**config.mk**
```make
export PLATFORM = sky130hd
export DESIGN_NAME = operand_fwd_mux_flat
export DESIGN_NICKNAME = d
export VERILOG_FILES = /design/src/rtl/operand_fwd_mux_if.sv /design/src/rtl/operand_fwd_mux.sv /design/src/flat_wrapper.sv
export SDC_FILE = /design/constraint.sdc
export NUM_CORES = 1
export LEC_CHECK = 0
export BUFFER_PORTS_ARGS = -buffer_cell sky130_fd_sc_hd__buf_2
export CORE_MARGIN = 1
export CORE_UTILIZATION = 40
export CTS_CLUSTER_SIZE = 30
export DETAILED_ROUTE_END_ITERATION = 6
export PLACE_DENSITY = 0.77
export SLEW_MARGIN = 0
export SYNTH_ARGS = -nofsm -noshare
export SYNTH_HDL_FRONTEND = slang
export SYNTH_HIERARCHICAL = 1
export SYNTH_SLANG_ARGS = --single-unit
```
**constraint.sdc**
```tcl
create_clock -name clk -period 3.5 [get_ports clk]
set_input_delay 0.7 -clock clk [delete_from_list [all_inputs] [get_ports clk]]
set_output_delay 0.7 -clock clk [all_outputs]
set_load 0.01 [all_outputs]
```
**src/rtl/operand_fwd_mux_if.sv**
```systemverilog
// Operand forwarding bus: instruction sources, EX/MEM and MEM/WB writer
// info, pipeline control, and the registered forwarded operands.
interface operand_fwd_mux_if #(
  parameter int WIDTH  = 32,
  parameter int ADDR_W = 5
);
  logic              in_valid;
  logic [ADDR_W-1:0] rs_addr;
  logic [ADDR_W-1:0] rt_addr;
  logic [WIDTH-1:0]  rs_data;
  logic [WIDTH-1:0]  rt_data;
  logic              exmem_wr_en;
  logic              exmem_is_load;
  logic [ADDR_W-1:0] exmem_rd;
  logic [WIDTH-1:0]  exmem_data;
  logic              memwb_wr_en;
  logic [ADDR_W-1:0] memwb_rd;
  logic [WIDTH-1:0]  memwb_data;
  logic              stall_in;
  logic              flush;
  logic [WIDTH-1:0]  op_a;
  logic [WIDTH-1:0]  op_b;
  logic [1:0]        sel_a;
  logic [1:0]        sel_b;
  logic              out_valid;
  logic              hazard_stall;
  logic [15:0]       hazard_cnt;

  // upstream side: presents instructions and writer state
  modport master (
    output in_valid, rs_addr, rt_addr, rs_data, rt_data,
           exmem_wr_en, exmem_is_load, exmem_rd, exmem_data,
           memwb_wr_en, memwb_rd, memwb_data, stall_in, flush,
    input  op_a, op_b, sel_a, sel_b, out_valid, hazard_stall, hazard_cnt
  );

  // forwarding unit side
  modport slave (
    input  in_valid, rs_addr, rt_addr, rs_data, rt_data,
           exmem_wr_en, exmem_is_load, exmem_rd, exmem_data,
           memwb_wr_en, memwb_rd, memwb_data, stall_in, flush,
    output op_a, op_b, sel_a, sel_b, out_valid, hazard_stall, hazard_cnt
  );
endinterface

```
**src/rtl/operand_fwd_mux.sv**
```systemverilog
// Operand forwarding mux with load-use hazard bubble insertion.
// Per-operand source selection lives in operand_fwd_sel; the top
// registers the selected operands and runs the RUN/WAIT bubble FSM.

// One operand's source pick: EX/MEM (non-load) > MEM/WB > register file.
// Register 0 is never forwarded.
module operand_fwd_sel #(
  parameter int WIDTH  = 32,
  parameter int ADDR_W = 5
) (
  input  logic [ADDR_W-1:0] i_addr,
  input  logic [WIDTH-1:0]  i_rf_data,
  input  logic              i_exmem_wr_en,
  input  logic              i_exmem_is_load,
  input  logic [ADDR_W-1:0] i_exmem_rd,
  input  logic [WIDTH-1:0]  i_exmem_data,
  input  logic              i_memwb_wr_en,
  input  logic [ADDR_W-1:0] i_memwb_rd,
  input  logic [WIDTH-1:0]  i_memwb_data,
  output logic [WIDTH-1:0]  o_data,
  output logic [1:0]        o_sel
);
  logic w_ex_hit;
  logic w_mw_hit;

  // a load in EX/MEM has no data yet, so it is never a forwarding source
  assign w_ex_hit = i_exmem_wr_en & ~i_exmem_is_load &
                    (i_exmem_rd != '0) & (i_exmem_rd == i_addr);
  assign w_mw_hit = i_memwb_wr_en & (i_memwb_rd != '0) & (i_memwb_rd == i_addr);

  // priority select, youngest writer first
  always_comb begin
    o_sel  = 2'b00;
    o_data = i_rf_data;
    if (w_ex_hit) begin
      o_sel  = 2'b10;
      o_data = i_exmem_data;
    end else if (w_mw_hit) begin
      o_sel  = 2'b01;
      o_data = i_memwb_data;
    end
  end
endmodule

// LOAD_LAT must stay within 1..7 so LOAD_LAT-1 fits the 3-bit wait counter.
module operand_fwd_mux #(
  parameter int WIDTH    = 32,
  parameter int ADDR_W   = 5,
  parameter int LOAD_LAT = 1
) (
  input logic               clk,
  input logic               rst,
  operand_fwd_mux_if.slave  bus
);
  localparam int           NUM_OPS   = 2;
  localparam logic [2:0]   WAIT_INIT = 3'(LOAD_LAT - 1);
  localparam bit           MULTI_LAT = (LOAD_LAT > 1);

  typedef enum logic {ST_RUN = 1'b0, ST_WAIT = 1'b1} state_t;

  state_t                          r_state;
  logic [2:0]                      r_wait_cnt;
  logic [NUM_OPS-1:0][WIDTH-1:0]   r_op;
  logic [NUM_OPS-1:0][1:0]         r_sel;
  logic                            r_out_valid;
  logic [15:0]                     r_hazard_cnt;

  logic [NUM_OPS-1:0][ADDR_W-1:0]  w_src_addr;
  logic [NUM_OPS-1:0][WIDTH-1:0]   w_rf_data;
  logic [NUM_OPS-1:0][WIDTH-1:0]   w_fwd_data;
  logic [NUM_OPS-1:0][1:0]         w_fwd_sel;
  logic                            w_load_use;
  logic                            w_hazard;

  // lane 0 = rs -> op_a, lane 1 = rt -> op_b
  assign w_src_addr = {bus.rt_addr, bus.rs_addr};
  assign w_rf_data  = {bus.rt_data, bus.rs_data};

  for (genvar g = 0; g < NUM_OPS; g++) begin : g_lane
    operand_fwd_sel #(.WIDTH(WIDTH), .ADDR_W(ADDR_W)) u_sel (
      .i_addr          (w_src_addr[g]),
      .i_rf_data       (w_rf_data[g]),
      .i_exmem_wr_en   (bus.exmem_wr_en),
      .i_exmem_is_load (bus.exmem_is_load),
      .i_exmem_rd      (bus.exmem_rd),
      .i_exmem_data    (bus.exmem_data),
      .i_memwb_wr_en   (bus.memwb_wr_en),
      .i_memwb_rd      (bus.memwb_rd),
      .i_memwb_data    (bus.memwb_data),
      .o_data          (w_fwd_data[g]),
      .o_sel           (w_fwd_sel[g])
    );
  end

  assign w_load_use = bus.in_valid & bus.exmem_wr_en & bus.exmem_is_load &
                      (bus.exmem_rd != '0) &
                      ((bus.exmem_rd == bus.rs_addr) | (bus.exmem_rd == bus.rt_addr));

  // detection is masked while bubbles drain so one load gives LOAD_LAT bubbles
  assign w_hazard = (r_state == ST_RUN) & w_load_use;

  // upstream holds whenever we will not consume the presented instruction;
  // a flush kills everything, so no hold is needed then
  assign bus.hazard_stall = ~bus.flush &
                            (bus.stall_in | (r_state == ST_WAIT) | w_hazard);

  // operand registers, bubble FSM and hazard counter
  always_ff @(posedge clk) begin
    if (rst) begin
      r_state      <= ST_RUN;
      r_wait_cnt   <= '0;
      r_op         <= '0;
      r_sel        <= '0;
      r_out_valid  <= 1'b0;
      r_hazard_cnt <= '0;
    end else if (bus.flush) begin
      r_state     <= ST_RUN;
      r_wait_cnt  <= '0;
      r_out_valid <= 1'b0;
    end else if (!bus.stall_in) begin
      case (r_state)
        ST_RUN: begin
          if (w_hazard) begin
            r_out_valid <= 1'b0;
            r_wait_cnt  <= WAIT_INIT;
            r_state     <= MULTI_LAT ? ST_WAIT : ST_RUN;
            if (r_hazard_cnt != 16'hFFFF)
              r_hazard_cnt <= r_hazard_cnt + 16'd1;
          end else begin
            r_out_valid <= bus.in_valid;
            // operands only move with a real instruction
            if (bus.in_valid) begin
              r_op  <= w_fwd_data;
              r_sel <= w_fwd_sel;
            end
          end
        end
        ST_WAIT: begin
          r_out_valid <= 1'b0;
          // leave on the cycle the counter reaches zero
          if (r_wait_cnt <= 3'd1) begin
            r_wait_cnt <= '0;
            r_state    <= ST_RUN;
          end else begin
            r_wait_cnt <= r_wait_cnt - 3'd1;
          end
        end
      endcase
    end
  end

  assign bus.op_a       = r_op[0];
  assign bus.op_b       = r_op[1];
  assign bus.sel_a      = r_sel[0];
  assign bus.sel_b      = r_sel[1];
  assign bus.out_valid  = r_out_valid;
  assign bus.hazard_cnt = r_hazard_cnt;
endmodule

```
**src/flat_wrapper.sv**
```systemverilog
// flat-port wrapper written by rule: the top's interface ports become plain ports
module operand_fwd_mux_flat 
#(
  parameter int WIDTH    = 32,
  parameter int ADDR_W   = 5,
  parameter int LOAD_LAT = 1
)
  (clk, rst, bus_in_valid, bus_rs_addr, bus_rt_addr, bus_rs_data, bus_rt_data, bus_exmem_wr_en, bus_exmem_is_load, bus_exmem_rd, bus_exmem_data, bus_memwb_wr_en, bus_memwb_rd, bus_memwb_data, bus_stall_in, bus_flush, bus_op_a, bus_op_b, bus_sel_a, bus_sel_b, bus_out_valid, bus_hazard_stall, bus_hazard_cnt);
  operand_fwd_mux_if #(.WIDTH(WIDTH), .ADDR_W(ADDR_W)) bus_i ();
  input logic clk;
  input logic rst;
  input wire logic [$bits(bus_i.in_valid)-1:0] bus_in_valid;
  input wire logic [$bits(bus_i.rs_addr)-1:0] bus_rs_addr;
  input wire logic [$bits(bus_i.rt_addr)-1:0] bus_rt_addr;
  input wire logic [$bits(bus_i.rs_data)-1:0] bus_rs_data;
  input wire logic [$bits(bus_i.rt_data)-1:0] bus_rt_data;
  input wire logic [$bits(bus_i.exmem_wr_en)-1:0] bus_exmem_wr_en;
  input wire logic [$bits(bus_i.exmem_is_load)-1:0] bus_exmem_is_load;
  input wire logic [$bits(bus_i.exmem_rd)-1:0] bus_exmem_rd;
  input wire logic [$bits(bus_i.exmem_data)-1:0] bus_exmem_data;
  input wire logic [$bits(bus_i.memwb_wr_en)-1:0] bus_memwb_wr_en;
  input wire logic [$bits(bus_i.memwb_rd)-1:0] bus_memwb_rd;
  input wire logic [$bits(bus_i.memwb_data)-1:0] bus_memwb_data;
  input wire logic [$bits(bus_i.stall_in)-1:0] bus_stall_in;
  input wire logic [$bits(bus_i.flush)-1:0] bus_flush;
  output wire logic [$bits(bus_i.op_a)-1:0] bus_op_a;
  output wire logic [$bits(bus_i.op_b)-1:0] bus_op_b;
  output wire logic [$bits(bus_i.sel_a)-1:0] bus_sel_a;
  output wire logic [$bits(bus_i.sel_b)-1:0] bus_sel_b;
  output wire logic [$bits(bus_i.out_valid)-1:0] bus_out_valid;
  output wire logic [$bits(bus_i.hazard_stall)-1:0] bus_hazard_stall;
  output wire logic [$bits(bus_i.hazard_cnt)-1:0] bus_hazard_cnt;
  assign bus_i.in_valid = bus_in_valid;
  assign bus_i.rs_addr = bus_rs_addr;
  assign bus_i.rt_addr = bus_rt_addr;
  assign bus_i.rs_data = bus_rs_data;
  assign bus_i.rt_data = bus_rt_data;
  assign bus_i.exmem_wr_en = bus_exmem_wr_en;
  assign bus_i.exmem_is_load = bus_exmem_is_load;
  assign bus_i.exmem_rd = bus_exmem_rd;
  assign bus_i.exmem_data = bus_exmem_data;
  assign bus_i.memwb_wr_en = bus_memwb_wr_en;
  assign bus_i.memwb_rd = bus_memwb_rd;
  assign bus_i.memwb_data = bus_memwb_data;
  assign bus_i.stall_in = bus_stall_in;
  assign bus_i.flush = bus_flush;
  assign bus_op_a = bus_i.op_a;
  assign bus_op_b = bus_i.op_b;
  assign bus_sel_a = bus_i.sel_a;
  assign bus_sel_b = bus_i.sel_b;
  assign bus_out_valid = bus_i.out_valid;
  assign bus_hazard_stall = bus_i.hazard_stall;
  assign bus_hazard_cnt = bus_i.hazard_cnt;
  operand_fwd_mux #(.WIDTH(WIDTH), .ADDR_W(ADDR_W), .LOAD_LAT(LOAD_LAT)) u_core (.clk(clk), .rst(rst), .bus(bus_i));
endmodule
```
==> results.ini, run 1 <==
[synthesis]
synthAdderAreaFrac_pct=0.609
ys_seq_area_share_pct=28.9
yosys.area.top_type=dfxtp_1
ys.flop_type=dfxtp_1
yosysTopAreaCellShare_pct=28.9
syn_inst=729
synth_xor_area_share_pct=3.69
synth_top_family_by_area=simple AND/OR/NAND/NOR gates
syn_area_um2=6170
synth-compound-area-share_pct=9.74
netlist_top_cells_area=dfxtp_1 (29%), mux2i_1 (22%), nand2b_1 (14%)
yosys.area_share.simple_pct=27.5
synth-async-reset-ratio_pct=0
synth_warnings=6
synth_nets=888
yosysUniqueCellTypes=53
avgSynthCellArea_um2=8.46
synth_edf_count=0
synth-seq-cells=89
yosys-mux-area-fraction_pct=23.8

[clocking]
numClockSinks=89
clkLatencyLatePin_ns=0.34
clockBufferDepth=2
cts_resized=0
ctsHoldBuffers=0
cts_buffers=9
cts_tree=done
root_buffer=clkbuf_16
path_clk_slew_ns=0.07
cts_max_level=3
post-cts-setup-buffers=0

[floorplan]
ios=242
rows=45
die_h_um=126
die_area_um2=15900
start_util_pct=40.7
core_area_um2=15100
fp.dieW_um=126

[sta]
maxSlewViolCount=0
min_period_over_period_pct=79.1
fmaxAchievable_mhz=361
skew_ns=0.0104
grt_setup_unrepaired=false
min_period_ns=2.77
setup_viol=0
tns_ns=0
max_slew_margin_pct=50.3
tightestPinTransition_ns=0.745
hold_viol=0

[detailed_routing]
dr.pass1.iters=6
routedWlPerCell_um=14.7
drt_wl_total_um=16600
drc=0
ant_nets=0
vias_per_cell=5.12
drt_iter0_drc=234
detailroute.via_count=5788

[setup_path]
worstPathArrival_ns=2.07
crit_path_start=bus_exmem_rd[1]
cp_slowest_stage_delay_ns=0.56
worstSetupEndpointType=output pin
crit_type=input pin to output pin
crit_slowest_cell=or4_4
worstReg2RegStart=u_core/r_state$_SDFFE_PP0N_
crit_chain=buf_2 > or4_4 > o2111a_1 > nand2_1 > a21oi_1 > buf_2
crit_top_cell=buf_2
start_kind=input pin
cp_max_fo=7
cp.required_ns=2.80

[pwr]
ir_worst_vdd_uv=275
pwr-share-comb_pct=17.2
netSwitchingFraction_pct=25.8
p_sw_w=0.000657
p_int_w=0.00189
p_leak_nw=3.82
p_clk_share_pct=41.1
sequentialPowerShare_pct=41.7
power.density_nw_per_um2=329

[placement]
io_buffers=241
dp_hpwl_um=11900
post_dp_cell_area_um2=7430
gp_congestion=0.872

[layout]
nets=1096
mostFrequentLayoutCells=buf_2 (240), nand2b_1 (137), mux2i_1 (133)
synthToLayoutAreaGrowth_pct=25.6
layout.area.seq_um2=1780
multiInputGateArea_um2=4030
drive_gt1_share_pct=30.3
final_common_cell=buf_2
fin_area_um2=7750
fill_cells=1442
antennaDiodeCount=0

[min_path]
hp-start=u_core/bus.op_a[24]$_SDFFE_PP0P_
hold_class=flop to flop

[job]
cap_violations=0

[grt]
grt_pass1_wl_um=26600
antenna_found_initial=1
grt_pass1_vias=5389
grt_max_degree=86
overflow=0
grt_usage_pct=20.8

[outcome]
run_status=complete, no violations

==> power by group through the flow <==
stage	clock network (W)	logic [W]	registers (W)
3_3_place_gp	0	0.000432	0.00108
6_report	0.00105	0.000439	0.00106
4_1_cts	0.00108	0.000441	0.00106
5_1_grt	0.00112	0.000481	0.00106
2_1_floorplan	0	0.000240	0.00109
3_5_place_dp	0	0.000439	0.00108
==> cell usage after synthesis (3+ instances only) <==
library cell	number
buf_8	8
buf_1	3
buf_2	5
mux2i_1	133
nor3_1	18
nand4_1	6
nand2_1	7
nor2b_1	15
nor2_1	90
ha_1	3
buf_4	6
xor2_1	24
a21oi_1	69
nor4_1	7
nand2b_1	137
and3_1	4
mux2_2	11
a31oi_1	5
a21o_1	3
clkbuf_1	29
nand3_1	8
inv_1	7
and2_1	4
dfxtp_1	89
==> critical path: cells and delay by family <==
family / cells / cell delay [ns]
compound gates: 2 / 0.41
simple gates: 2 / 0.66
buf+inv: 2 / 0.30
==> cell type report <==
cell class,count,area share (%)
Clock buffer,10,2.96
Tap cell,188,3.04
Inverter,7,0.339
Timing Repair Buffer,250,17.4
Sequential cell,89,23.0
Multi-Input combinational cell,580,52.1
Clock inverter,6,1.16
==> routing by layer <==
layer  share of wire, %  track usage (%)
met4                1.8             7.09
met1                 44             25.8
met5              0.072                0
met3                6.6             4.84
met2                 47             35.3
==> metrics by stage <==
stage	cells	hold slack, ns	setup WS (ns)	util (%)	power [W]
after floorplan	729	0.490	1.12	-	0.00133
after global placement	1114	0.454	0.755	49.0	0.00151
after detailed placement	1114	0.459	0.687	49.0	0.00152
after CTS	1130	0.474	0.740	51.1	0.00258
after global routing	1130	0.489	0.704	51.1	0.00266
final	1130	0.471	0.732	51.1	0.00255
==> kinds of logic after synthesis <==
| logic type | Yosys count |
|---|---|
| xor gates and xnor gates | 26 |
| muxes | 145 |
| DFF | 89 |
| buffers and inverters | 60 |
| and+or+nand+nor | 309 |
| AOI/OAI and AO/OA | 97 |
| adders and majority gates | 3 |
==> final timing paths <==
kind              slack, ns                                to  depth (start not counted)
hold / removal         0.47  u_core/bus.op_a[24]$_SDFFE_PP0P_                          2
setup reg to reg       1.46  u_core/bus.op_a[28]$_SDFFE_PP0P_                          5
hold reg to reg        0.47  u_core/bus.op_a[24]$_SDFFE_PP0P_                          2
setup / recovery       0.73                  bus_hazard_stall                          6
==> flip-flops by register name, indices dropped and copies added (netlist names) <==
| signal | cells |
|---|---|
| u_core/bus.out_valid | 1 |
| u_core/bus.sel_b | 2 |
| u_core/bus.op_b | 32 |
| u_core/bus.op_a | 32 |
| u_core/r_wait_cnt | 3 |
| u_core/r_state | 1 |
| u_core/bus.hazard_cnt | 16 |
| u_core/bus.sel_a | 2 |
(Power assumes the default switching activity.)
==> run 2, diff against run 1 <==
Settings changed: PLACE_DENSITY 0.77 to 0.79.
Clock period 3.5 ns to 2.2 ns, I/O delays scaled along.
==> results.ini, run 2 (same netlist as run 1, synthesis figures left out) <==
[sta]
min_period_ns=2.15
fmaxAchievable_mhz=466
grt_setup_unrepaired=true
min_period_over_period_pct=97.6
max_slew_margin_pct=65.6
setup_viol=0
tns_ns=0
maxSlewViolCount=0
skew_ns=0.00460
hold_viol=0
tightestPinTransition_ns=0.516

[grt]
grt_pass1_wl_um=26700
grt_usage_pct=21.0
grt_max_degree=165
overflow=0
antenna_found_initial=1
grt_pass1_vias=5462

[setup_path]
cp_slowest_stage_delay_ns=0.54
start_kind=input pin
worstPathArrival_ns=1.71
crit_chain=buf_2 > or4_4 > o2111a_2 > nand2_1 > a21oi_1 > buf_2
cp_max_fo=4
crit_slowest_cell=or4_4
crit_type=input pin to output pin
worstSetupEndpointType=output pin
cp.required_ns=1.76
crit_top_cell=buf_2
r2r_slack_ns=0.14

[clocking]
numClockSinks=89
path_clk_slew_ns=0.06
cts_max_level=3
root_buffer=clkbuf_16
ctsHoldBuffers=0
clockBufferDepth=2
post-cts-setup-buffers=0
cts_tree=done
clkLatencyLatePin_ns=0.34
cts_buffers=9
cts_resized=0

[detailed_routing]
drt_wl_total_um=16900
drt-met1-wl_um=7450
ant_nets=0
detailroute.via_count=5926
vias_per_cell=5.08
dr.pass1.iters=5
dr_wl_met3_um=1020
wl_met2_um=8150
top_layer=met4
drc=0
routedWlPerCell_um=14.5
drt_iter0_drc=235

[layout]
drive_gt1_share_pct=33.1
multiInputGateArea_um2=4040
final_common_cell=buf_2
fill_cells=1431
layout.area.seq_um2=1780
synthToLayoutAreaGrowth_pct=31.4
mostFrequentLayoutCells=buf_2 (240), nand2b_1 (137), mux2i_1 (133)
fin_area_um2=8100
nets=1131

[floorplan]
core_area_um2=15100
die_h_um=126
ios=242
start_util_pct=40.7
fp.dieW_um=126
die_area_um2=15900
rows=45

[job]
cap_violations=0

[placement]
io_buffers=241
gp_congestion=0.858
dp_hpwl_um=12900
post_dp_cell_area_um2=7740

[outcome]
run_status=complete, no violations

[min_path]
hold_class=input pin to flop

[pwr]
power.density_nw_per_um2=523
ir_worst_vdd_uv=325
p_leak_nw=4.02

run 2: metrics by stage:
step	setup WS, ns	instances	utilization, %	power [W]	hold slack, ns
floorplan	0.107	729	-	0.00212	0.490
global placement	-0.163	1149	51.1	0.00245	0.454
detailed placement	-0.196	1149	51.1	0.00247	0.459
CTS	0.0113	1165	53.4	0.00429	0.406
global route	-0.00403	1165	53.5	0.00441	0.432
finish	0.0530	1166	53.5	0.00423	0.438
run 2: worst max-delay path: cells and delay by family:
family,cells,cell delay [ns]
and+or+nand+nor,2,0.63
AOI/OAI and AO/OA,2,0.37
buffers and inverters,2,0.27
run 2: final cells by class:
| class | count | area share, % |
|---|---|---|
| antenna | 1 | 0.0309 |
| clock buffer | 10 | 2.95 |
| clock inverter | 6 | 1.41 |
| inverter | 7 | 0.324 |
| multi-input combinational | 580 | 49.8 |
| sequential | 89 | 22.0 |
| tap | 188 | 2.90 |
| timing repair buffer | 285 | 20.5 |
run 2: worst paths after layout:
| path | from | to | depth (start not counted) |
|---|---|---|---|
| max | bus_exmem_rd[1] | bus_hazard_stall | 6 |
| max reg2reg | u_core/bus.hazard_cnt[0]$_SDFFE_PP0P_ | u_core/bus.hazard_cnt[8]$_SDFFE_PP0P_ | 7 |
| min reg2reg | u_core/bus.op_b[14]$_SDFFE_PP0P_ | u_core/bus.op_b[14]$_SDFFE_PP0P_ | 2 |
| min | bus_in_valid | u_core/bus.out_valid$_SDFFE_PP0N_ | 3 |
run 2: metal layers:
layer | global-route usage (%) | up-vias
met4 | 7.65 | 0
met5 | 0 | -
li1 | - | 2995
met3 | 5.44 | 21
met1 | 24.8 | 2722
met2 | 36.5 | 188
run 2: power breakdown:
group	internal, W	switching [W]	total (W)
Clock	0.00115	0.000655	0.00180
Sequential	0.00166	0.0000261	0.00169
Combinational	0.000376	0.000372	0.000748
Total	0.00318	0.00105	0.00423
==> run 3, diff against run 2 <==
Settings changed: ABC_AREA set to 1, PLACE_DENSITY 0.79 to 0.75, SKIP_LAST_GASP set to 1.
Clock period 2.2 ns to 2.7 ns, I/O delays scaled along.
==> results.ini, run 3 <==
[pwr]
ir_worst_vdd_uv=383
p_leak_nw=5.31
power.density_nw_per_um2=423

[floorplan]
start_util_pct=41.2
die_h_um=133
die_area_um2=17700
ios=242
rows=47
core_area_um2=16700
fp.dieW_um=133

[sta]
tightestPinTransition_ns=0.567
min_period_over_period_pct=77.4
fin_ws_ns=0.611
max_slew_margin_pct=62.2
skew_ns=0.00993
min_period_ns=2.09
hold_viol=0
grt_setup_unrepaired=false
fmaxAchievable_mhz=479
maxSlewViolCount=0
tns_ns=0
setup_viol=0

[synthesis]
yosys.area.top_type=dfxtp_1
yosysUniqueCellTypes=31
netlist_top_cells_area=dfxtp_1 (26%), nand2_1 (24%), inv_1 (14%)
ys.flop_type=dfxtp_1
synth_warnings=6
avgSynthCellArea_um2=5.45
ys_seq_area_share_pct=25.9
synth_common_cells=nand2_1 (434), inv_1 (254), nor2_1 (198), dfxtp_1 (89), nand3_1 (86)
synth-seq-cells=89
syn_inst=1260
yosysMostFrequentCell=nand2_1
synth_edf_count=0
syn_area_um2=6870
synth-async-reset-ratio_pct=0
yosysTopAreaCellShare_pct=25.9
synth_nets=1419

[placement]
place_worst_setup_slack_ns=0.411
gp_congestion=0.895
dp_hpwl_um=15700
io_buffers=241

[setup_path]
start_kind=input pin
worstPathArrival_ns=1.55
worstSetupEndpointType=output pin
cp.required_ns=2.16
cp_slowest_stage_delay_ns=0.23
crit_slowest_cell=a21oi_1
crit_type=input pin to output pin
crit_chain=buf_2 > nor2_1 > nand3_1 > o21bai_1 > inv_1 > a21oi_1 > nor2_1 > buf_2
cp_max_fo=11

[detailed_routing]
ant_nets=0
drt_wl_total_um=21900
drt_iter0_drc=574
vias_per_cell=4.71
drc=0
detailroute.via_count=7959
dr.pass1.iters=5
routedWlPerCell_um=12.9

[clocking]
post-cts-setup-buffers=0
path_clk_slew_ns=0.06
cts_tree=done
ctsHoldBuffers=0
cts_resized=0
numClockSinks=89
cts_buffers=9
clockBufferDepth=2
cts_max_level=3
root_buffer=clkbuf_16
clkLatencyLatePin_ns=0.35

[layout]
synthToLayoutAreaGrowth_pct=21.9
antennaDiodeCount=0
mostFrequentLayoutCells=nand2_1 (432), inv_1 (253), buf_2 (241)
drive_gt1_share_pct=20.3
fill_cells=1808
final_common_cell=nand2_1
nets=1624

[grt]
overflow=0
grt_max_degree=137
antenna_found_initial=0
grt_usage_pct=24.6
grt_pass1_wl_um=34900
grt_pass1_vias=7183

[outcome]
run_status=complete, no violations

[job]
cap_violations=0

[min_path]
hold_class=input pin to flop

run 3: routing by layer:
layer / vias to the layer above / track usage [%] / share of wire [%]
met4: 0 / 7.28 / 1.8
met1: 3419 / 29.4 / 42
met3: 36 / 7.32 / 9.8
li1: 4165 / - / -
met2: 339 / 42.5 / 47
met5: - / 0 / 0
run 3: worst paths after layout:
check                                              from                                endpoint  slack (ns)  depth (start not counted)
setup / recovery                        bus_exmem_rd[0]                        bus_hazard_stall        0.61                          8
setup reg to reg  u_core/bus.hazard_cnt[0]$_SDFFE_PP0P_   u_core/bus.hazard_cnt[9]$_SDFFE_PP0P_        0.81                         11
hold reg to reg       u_core/bus.out_valid$_SDFFE_PP0N_       u_core/bus.out_valid$_SDFFE_PP0N_        0.46                          2
hold / removal                                      rst  u_core/bus.hazard_cnt[11]$_SDFFE_PP0P_        0.39                          2
run 3: logic make-up (layout without fill, tap and decap cells):
group / Yosys count / after routing / share of synthesized area (%)
xor gates and xnor gates: 5 / 5 / 0.637
AOI/OAI and AO/OA: 30 / 30 / 2.29
DFF: 89 / 89 / 25.9
and+or+nand+nor: 809 / 809 / 49.9
adders and majority gates: 3 / 3 / 0.546
buffers and inverters: 324 / 534 / 20.7
run 3: through the flow:
stage	cells	util (%)	cell area (um^2)	power, W	hold slack [ns]
2_1_floorplan	1260	-	6870	0.00186	0.453
3_3_place_gp	1674	48.2	8050	0.00216	0.446
3_5_place_dp	1674	48.2	8050	0.00216	0.450
4_1_cts	1690	50.2	8380	0.00359	0.381
5_1_grt	1690	50.2	8380	0.00374	0.381
6_report	1690	50.2	8380	0.00355	0.394
run 3: area by class of cell:
| class | count | area [um^2] | share of cell area (%) |
|---|---|---|---|
| inverters | 261 | 982 | 11.7 |
| multi-input cells | 847 | 3670 | 43.8 |
| repair buffers | 257 | 1340 | 16.0 |
| clock buffers | 9 | 225 | 2.69 |
| flip-flops and latches | 89 | 1780 | 21.3 |
| clock inverters | 7 | 103 | 1.22 |
| well taps | 220 | 275 | 3.28 |
run 3: where the power goes:
group | switching (W) | total, W | internal [W]
clock | 0.000587 | 0.00141 | 0.000823
sequential | 0.0000285 | 0.00140 | 0.00137
combinational | 0.000462 | 0.000740 | 0.000278
total | 0.00108 | 0.00355 | 0.00247
run 3: worst max-delay path, delay by kind of cell:
family	cells	cell delay, ns
compound gates	2	0.36
buf+inv	3	0.41
simple gates	3	0.26
